[src/rtl/sound_pkg.sv]
// Shared types and constants for the sound event player: FSM states,
// melody identifiers and the packed {tone, dur} note word.
package sound_pkg;

  typedef enum logic [1:0] {
    S_IDLE,
    S_LOAD,
    S_PLAY,
    S_GAP
  } state_t;

  localparam logic [1:0] MEL_COLLISION = 2'd0;
  localparam logic [1:0] MEL_SCORED    = 2'd1;
  localparam logic [1:0] MEL_WIN       = 2'd2;
  localparam logic [1:0] MEL_LOSE      = 2'd3;

  typedef struct packed {
    logic [3:0] tone;
    logic [3:0] dur;
  } note_t;

  localparam note_t      NOTE_END      = 8'h00;
  localparam logic [2:0] NOTE_IDX_LAST = 3'd7;

  function automatic note_t mk_note(input logic [3:0] tone, input logic [3:0] dur);
    note_t n;
    n.tone = tone;
    n.dur  = dur;
    return n;
  endfunction

endpackage

[src/rtl/sound_melody_rom.sv]
// Combinational 32x8 melody table addressed by {melody_id, note_idx}.
// Any slot not listed returns the end marker.
module sound_melody_rom
  import sound_pkg::*;
(
  input  logic [4:0] addr_i,
  output note_t      note_o
);

  always_comb begin
    note_o = NOTE_END;
    case (addr_i)
      {MEL_COLLISION, 3'd0}: note_o = mk_note(4'd12, 4'd2);

      {MEL_SCORED, 3'd0}:    note_o = mk_note(4'd8,  4'd3);
      {MEL_SCORED, 3'd1}:    note_o = mk_note(4'd10, 4'd3);
      {MEL_SCORED, 3'd2}:    note_o = mk_note(4'd12, 4'd6);

      {MEL_WIN, 3'd0}:       note_o = mk_note(4'd8,  4'd4);
      {MEL_WIN, 3'd1}:       note_o = mk_note(4'd10, 4'd4);
      {MEL_WIN, 3'd2}:       note_o = mk_note(4'd12, 4'd4);
      {MEL_WIN, 3'd3}:       note_o = mk_note(4'd13, 4'd4);
      {MEL_WIN, 3'd4}:       note_o = mk_note(4'd15, 4'd10);

      {MEL_LOSE, 3'd0}:      note_o = mk_note(4'd12, 4'd6);
      {MEL_LOSE, 3'd1}:      note_o = mk_note(4'd10, 4'd6);
      {MEL_LOSE, 3'd2}:      note_o = mk_note(4'd8,  4'd6);
      {MEL_LOSE, 3'd3}:      note_o = mk_note(4'd5,  4'd12);
      default:               note_o = NOTE_END;
    endcase
  end

endmodule

[src/rtl/sound_event_player.sv]
// Game sound sequencer: picks the highest-priority rising event and plays its
// melody note by note, timed in video frames. Optional: SND_COLLISION_EN.
module sound_event_player
  import sound_pkg::*;
#(
  parameter int DUR_UNIT_FRAMES = 1
) (
  input  logic       clk,
  input  logic       resetN,
  input  logic       startOfFrame,
  input  logic       winPulse,
  input  logic       losePulse,
  input  logic       scoredPulse,
  input  logic       collisionPulse,
  output logic [3:0] tone_idx,
  output logic       sound_en,
  output logic       busy,
  output logic [1:0] melody_id,
  output logic       soundDonePulse
);

  localparam logic [3:0] PRESC_LAST = 4'(DUR_UNIT_FRAMES - 1);

  state_t     state_q, state_d;
  logic [1:0] mel_q, mel_d;
  logic [2:0] idx_q, idx_d;
  logic [3:0] tone_q, tone_d;
  logic [3:0] dur_q, dur_d;
  logic [3:0] presc_q, presc_d;
  logic       done_q, done_d;

  logic       win_prev_q, lose_prev_q, scored_prev_q;
  logic       coll_rise;
  logic       ev_vld;
  logic [1:0] ev_id;
  logic       accept;
  logic [2:0] idx_next;
  logic       next_terminal;
  note_t      rom_note;

  // Edge registers simply track the inputs, so after reset they already hold
  // the current level and a held-high input is not seen as a new event.
  always_ff @(posedge clk) begin
    win_prev_q    <= winPulse;
    lose_prev_q   <= losePulse;
    scored_prev_q <= scoredPulse;
  end

`ifdef SND_COLLISION_EN
  logic coll_prev_q;
  always_ff @(posedge clk) coll_prev_q <= collisionPulse;
  assign coll_rise = collisionPulse & ~coll_prev_q;
`else
  logic unused_collision;
  assign unused_collision = collisionPulse;
  assign coll_rise        = 1'b0;
`endif

  always_comb begin
    ev_vld = 1'b1;
    ev_id  = MEL_COLLISION;
    if (losePulse & ~lose_prev_q)          ev_id = MEL_LOSE;
    else if (winPulse & ~win_prev_q)       ev_id = MEL_WIN;
    else if (scoredPulse & ~scored_prev_q) ev_id = MEL_SCORED;
    else if (coll_rise)                    ev_id = MEL_COLLISION;
    else                                   ev_vld = 1'b0;
  end

  assign accept = ev_vld && ((state_q == S_IDLE) || (ev_id > mel_q));

  // While in the gap the table is looked up one note ahead.
  assign idx_next      = idx_q + 3'd1;
  assign next_terminal = (rom_note.dur == 4'd0) || (idx_next == NOTE_IDX_LAST);

  sound_melody_rom u_rom (
    .addr_i ({mel_q, (state_q == S_GAP) ? idx_next : idx_q}),
    .note_o (rom_note)
  );

  always_comb begin
    state_d = state_q;
    mel_d   = mel_q;
    idx_d   = idx_q;
    tone_d  = tone_q;
    dur_d   = dur_q;
    presc_d = presc_q;
    done_d  = 1'b0;
    if (accept) begin
      state_d = S_LOAD;
      mel_d   = ev_id;
      idx_d   = '0;
      tone_d  = '0;
      dur_d   = '0;
      presc_d = '0;
    end else begin
      case (state_q)
        S_IDLE: state_d = S_IDLE;
        S_LOAD: begin
          state_d = S_PLAY;
          tone_d  = rom_note.tone;
          dur_d   = rom_note.dur;
          presc_d = '0;
        end
        S_PLAY: begin
          if (startOfFrame) begin
            if (presc_q == PRESC_LAST) begin
              presc_d = '0;
              dur_d   = dur_q - 4'd1;
              if (dur_q <= 4'd1) state_d = S_GAP;
            end else begin
              presc_d = presc_q + 4'd1;
            end
          end
        end
        S_GAP: begin
          if (startOfFrame) begin
            if (next_terminal) begin
              state_d = S_IDLE;
              done_d  = 1'b1;
              idx_d   = '0;
              tone_d  = '0;
              dur_d   = '0;
            end else begin
              state_d = S_PLAY;
              idx_d   = idx_next;
              tone_d  = rom_note.tone;
              dur_d   = rom_note.dur;
              presc_d = '0;
            end
          end
        end
        default: state_d = S_IDLE;
      endcase
    end
  end

  always_ff @(posedge clk) begin
    if (!resetN) begin
      state_q <= S_IDLE;
      mel_q   <= MEL_COLLISION;
      idx_q   <= '0;
      tone_q  <= '0;
      dur_q   <= '0;
      presc_q <= '0;
      done_q  <= 1'b0;
    end else begin
      state_q <= state_d;
      mel_q   <= mel_d;
      idx_q   <= idx_d;
      tone_q  <= tone_d;
      dur_q   <= dur_d;
      presc_q <= presc_d;
      done_q  <= done_d;
    end
  end

  assign tone_idx       = (state_q == S_PLAY) ? tone_q : 4'd0;
  assign sound_en       = (state_q == S_PLAY) && (tone_q != 4'd0);
  assign busy           = (state_q != S_IDLE);
  assign melody_id      = mel_q;
  assign soundDonePulse = done_q;

endmodule

[config.mk]
export PLATFORM = sky130hd
export DESIGN_NAME = sound_event_player
export DESIGN_NICKNAME = d
export VERILOG_FILES = /design/src/rtl/sound_pkg.sv /design/src/rtl/sound_melody_rom.sv /design/src/rtl/sound_event_player.sv
export SDC_FILE = /design/constraint.sdc
export NUM_CORES = 1
export LEC_CHECK = 0
export BUFFER_PORTS_ARGS = -buffer_cell sky130_fd_sc_hd__buf_2
export CAP_MARGIN = 20
export CORE_MARGIN = 2
export CORE_UTILIZATION = 50
export CTS_BUF_LIST = sky130_fd_sc_hd__clkbuf_8 sky130_fd_sc_hd__clkbuf_16
export DETAILED_ROUTE_END_ITERATION = 8
export PLACE_DENSITY = 0.72
export SKIP_CTS_REPAIR_TIMING = 1
export SYNTH_ARGS = -nofsm -noshare
export SYNTH_HDL_FRONTEND = slang
export SYNTH_SLANG_ARGS = --single-unit
[constraint.sdc]
create_clock -name clk -period 2.7 [get_ports clk]
set_clock_uncertainty 0.2 [all_clocks]
set_input_delay 0.405 -clock clk [delete_from_list [all_inputs] [get_ports clk]]
set_output_delay 0.405 -clock clk [all_outputs]
set_load 0.02 [all_outputs]
==> summary.md <==
| Metric | Value |
|---|---|
| CTS max path bufs | `2` |
| Final WL | `between 4000 and 5000 um` |
| Clock power share | `26.8%` |
| Commonest cells after routing, fill and taps aside | `buf_4, dfxtp_1, nand2_1, buf_2, a21oi_1` |
| CTS buffer count | `3` |
| Post-detail-place hpwl | `a little over 3000 um` |
| Max-cap viol count | `0` |
| ANT cells | `0` |
| Final Slew Violations | `0` |
| CP Max Fanout | `4` |
| CTS tree | `done` |
| Post-Syn Instances | `206` |
| Clock slew at reported path FFs | `0.09 ns` |
| Vias per std cell | `between 5 and 6` |
| Remaining global-route overflow | `0` |
| Logic pwr share | `around 28%` |
| Critical Path Sink Type | `flip-flop` |
| Mean Syn Cell Area | `roughly 8.2 um2` |
| Min-Delay Path Class | `primary input to flip-flop` |
| P_sw | `approximately 280 uW` |
| Routed via count | `about 1,700` |
| Initial antenna violation count | `0` |
| Sequential element share of the synthesized area | `a little over a quarter` |
| Global Route Usage Sum | `23.23%` |
| Clock insertion delay at the later pin of the skew report | `between 0.2 and 0.3 ns` |
| Layout fillers | `310` |
| Post-synth ARST share | `0%` |
| Pwr Density | `~400 nW/um2` |
| Slew margin rel. | `approximately two thirds` |
| CP required | `2.72 ns` |
| Finished Core Util | `between 60% and 70%` |
| Most used DFF post-synth | `dfxtp_1` |
| WS Path Type | `flip-flop to flip-flop` |
| Clock sink count | `23` |
| P&R area growth vs syn | `21.73%` |
| Drt drc | `0` |
| Row count | `21` |
| Post-synthesis net count | `226` |
| Vias in the first global route | `around 1,400` |
| Post-route ant nets | `0` |
| Die area | `around 3800 um2` |
| Sw Share | `roughly 33%` |
| Yosys cell types | `between 50 and 60` |
| Synth Cell Area | `1682 um2` |
| Die X | `62.00 um` |
| Synth top area cells | `dfxtp_1, ha_1, a21oi_1, nand2_1, nand2b_1` |
| Drt first-iter violations | `97` |
| Most common cell after layout, fill and taps aside | `buf_4` |
| Chip height | `approximately 62 um` |
| Setup ws final | `0.1145 ns` |
| Worst path arrival time | `around 2.6 ns` |
| Final Cycle Share | `a little over nine tenths` |
| Endpoints failing hold | `0` |
| Setup violators final | `0` |
| First-pass GRT wire length | `between 6000 and 7000 um` |
| Hold_ws | `around 0.048 ns` |
| Number of flops mapped to enable cells by yosys | `0` |
| Port Buffer Count | `14` |
| Core area | `~3300 um2` |
| Worst setup SP type | `flip-flop` |
| Final Critical Period | `about 2.6 ns` |
| Max frequency | `roughly 390 MHz` |
| Nets | `259` |
| Outcome | `complete, no violations` |
| Ports | `16` |
| Post-synth top area cell | `dfxtp_1` |
| Setup TNS | `0 ns` |
| Yosys warns | `0` |
| DRT Pass-1 Iters | `4` |
| Pin count of the biggest net entering global routing | `16` |
| Peak VDD IR | `approximately 0.38 mV` |
| RSZ-0062 raised after global routing | `no` |
| Post-place setup slack | `-0.03499 ns` |
| GPL Wtd Cong | `between 0.8 and 0.9` |
| Number of synthesized register bits | `23` |
| Static leakage | `0.0008217 uW` |
| Initial core utilization | `51.20%` |
| Post-synth top area share | `around 27%` |
| Slew @ Worst Pin | `0.4744 ns` |
| Htree depth | `1` |
| Clock root buffer | `clkbuf_8` |
| Fraction of layout cells with a size suffix above 1 | `26.47%` |
| Cell-internal power | `558.7 uW` |
| Seq pwr share | `44.7%` |
| DR WL/cell | `between 10 and 15 um` |
[metal layers]
layer	share of wire (%)	global-route usage (%)	routed length (um)	vias to the layer above
met2	47	34.23	1943	42
met1	47	34.85	1924	789
met4	1.8	8.207	76	0
met3	4.6	2.484	192	7
li1	-	-	-	818
met5	0	0	0	-
[logic make-up (layout without fill, tap and decap cells)]
logic type,Yosys count,count (layout),synth area share (%)
buffers and inverters,24,56,6.622
xor gates and xnor gates,4,4,2.530
DFF,23,23,27.38
adders and majority gates,13,13,9.673
and+or+nand+nor,81,81,27.75
muxes,3,3,1.860
AOI/OAI and AO/OA,58,58,24.18
[through the flow]
stage | total power, uW | std cells | area (um2)
finish | 839.5 | 284 | 2047
CTS | 829.3 | 284 | 1977
floorplan | 534.8 | 206 | 1682
global route | 880.4 | 284 | 2047
detailed placement | 611.1 | 280 | 1931
global placement | 607.9 | 280 | 1931
[sequential cells by signal (all words and copies together), names as in the netlist]
register	count
melody_id	2
tone_q	4
state_q	2
win_prev_q	1
soundDonePulse	1
dur_q	4
scored_prev_q	1
presc_q	4
lose_prev_q	1
idx_q	3
[synthesized netlist by cell type, drive strengths merged, types with 6 or more instances]
library cell,n
nand3,8
o21ai,11
inv,14
nor3,6
nand2b,8
ha,13
nand2,15
nor2,13
dfxtp,23
buf,6
a21oi,13
and3,6
[final cells by class]
class / count / area [um2] / share of cell area [%]
clock buffer: 3 / 41.29 / 2.017
clock inverter: 1 / 5.005 / 0.2445
inverter: 14 / 52.55 / 2.567
multi-input combinational: 159 / 1175 / 57.40
sequential: 23 / 465.4 / 22.74
tap: 46 / 57.56 / 2.812
timing repair buffer: 38 / 250.2 / 12.22
[worst max-delay path, stage by stage, from the launching register on]
cell and delay [ns]:
dfxtp_1 0.35, inv_2 0.06, ha_4 0.26, nand3_2 0.09, and2_4 0.17, ha_1 0.20, and4bb_1 0.20, nand3_2 0.10
a31oi_4 0.12, buf_4 0.16, or4_1 0.49, a21oi_1 0.12
[final timing paths]
path	endpoint	start	depth (start not counted)	slack [ns]
worst max-delay path	idx_q[0]	idx_q[0]	11	0.11
worst min-delay path	lose_prev_q	losePulse	1	0.05
worst max register to register	idx_q[0]	idx_q[0]	11	0.11
worst min register to register	dur_q[3]	dur_q[3]	2	0.32
[power by group through the flow]
stage	sequential, uW	clock, uW	combinational, uW
after floorplan	375	0	160
after global placement	380	0	227
after detailed placement	381	0	230
after CTS	373	225	231
after global routing	378	239	264
final	375	225	240
Power figures use the tool's default switching activity.
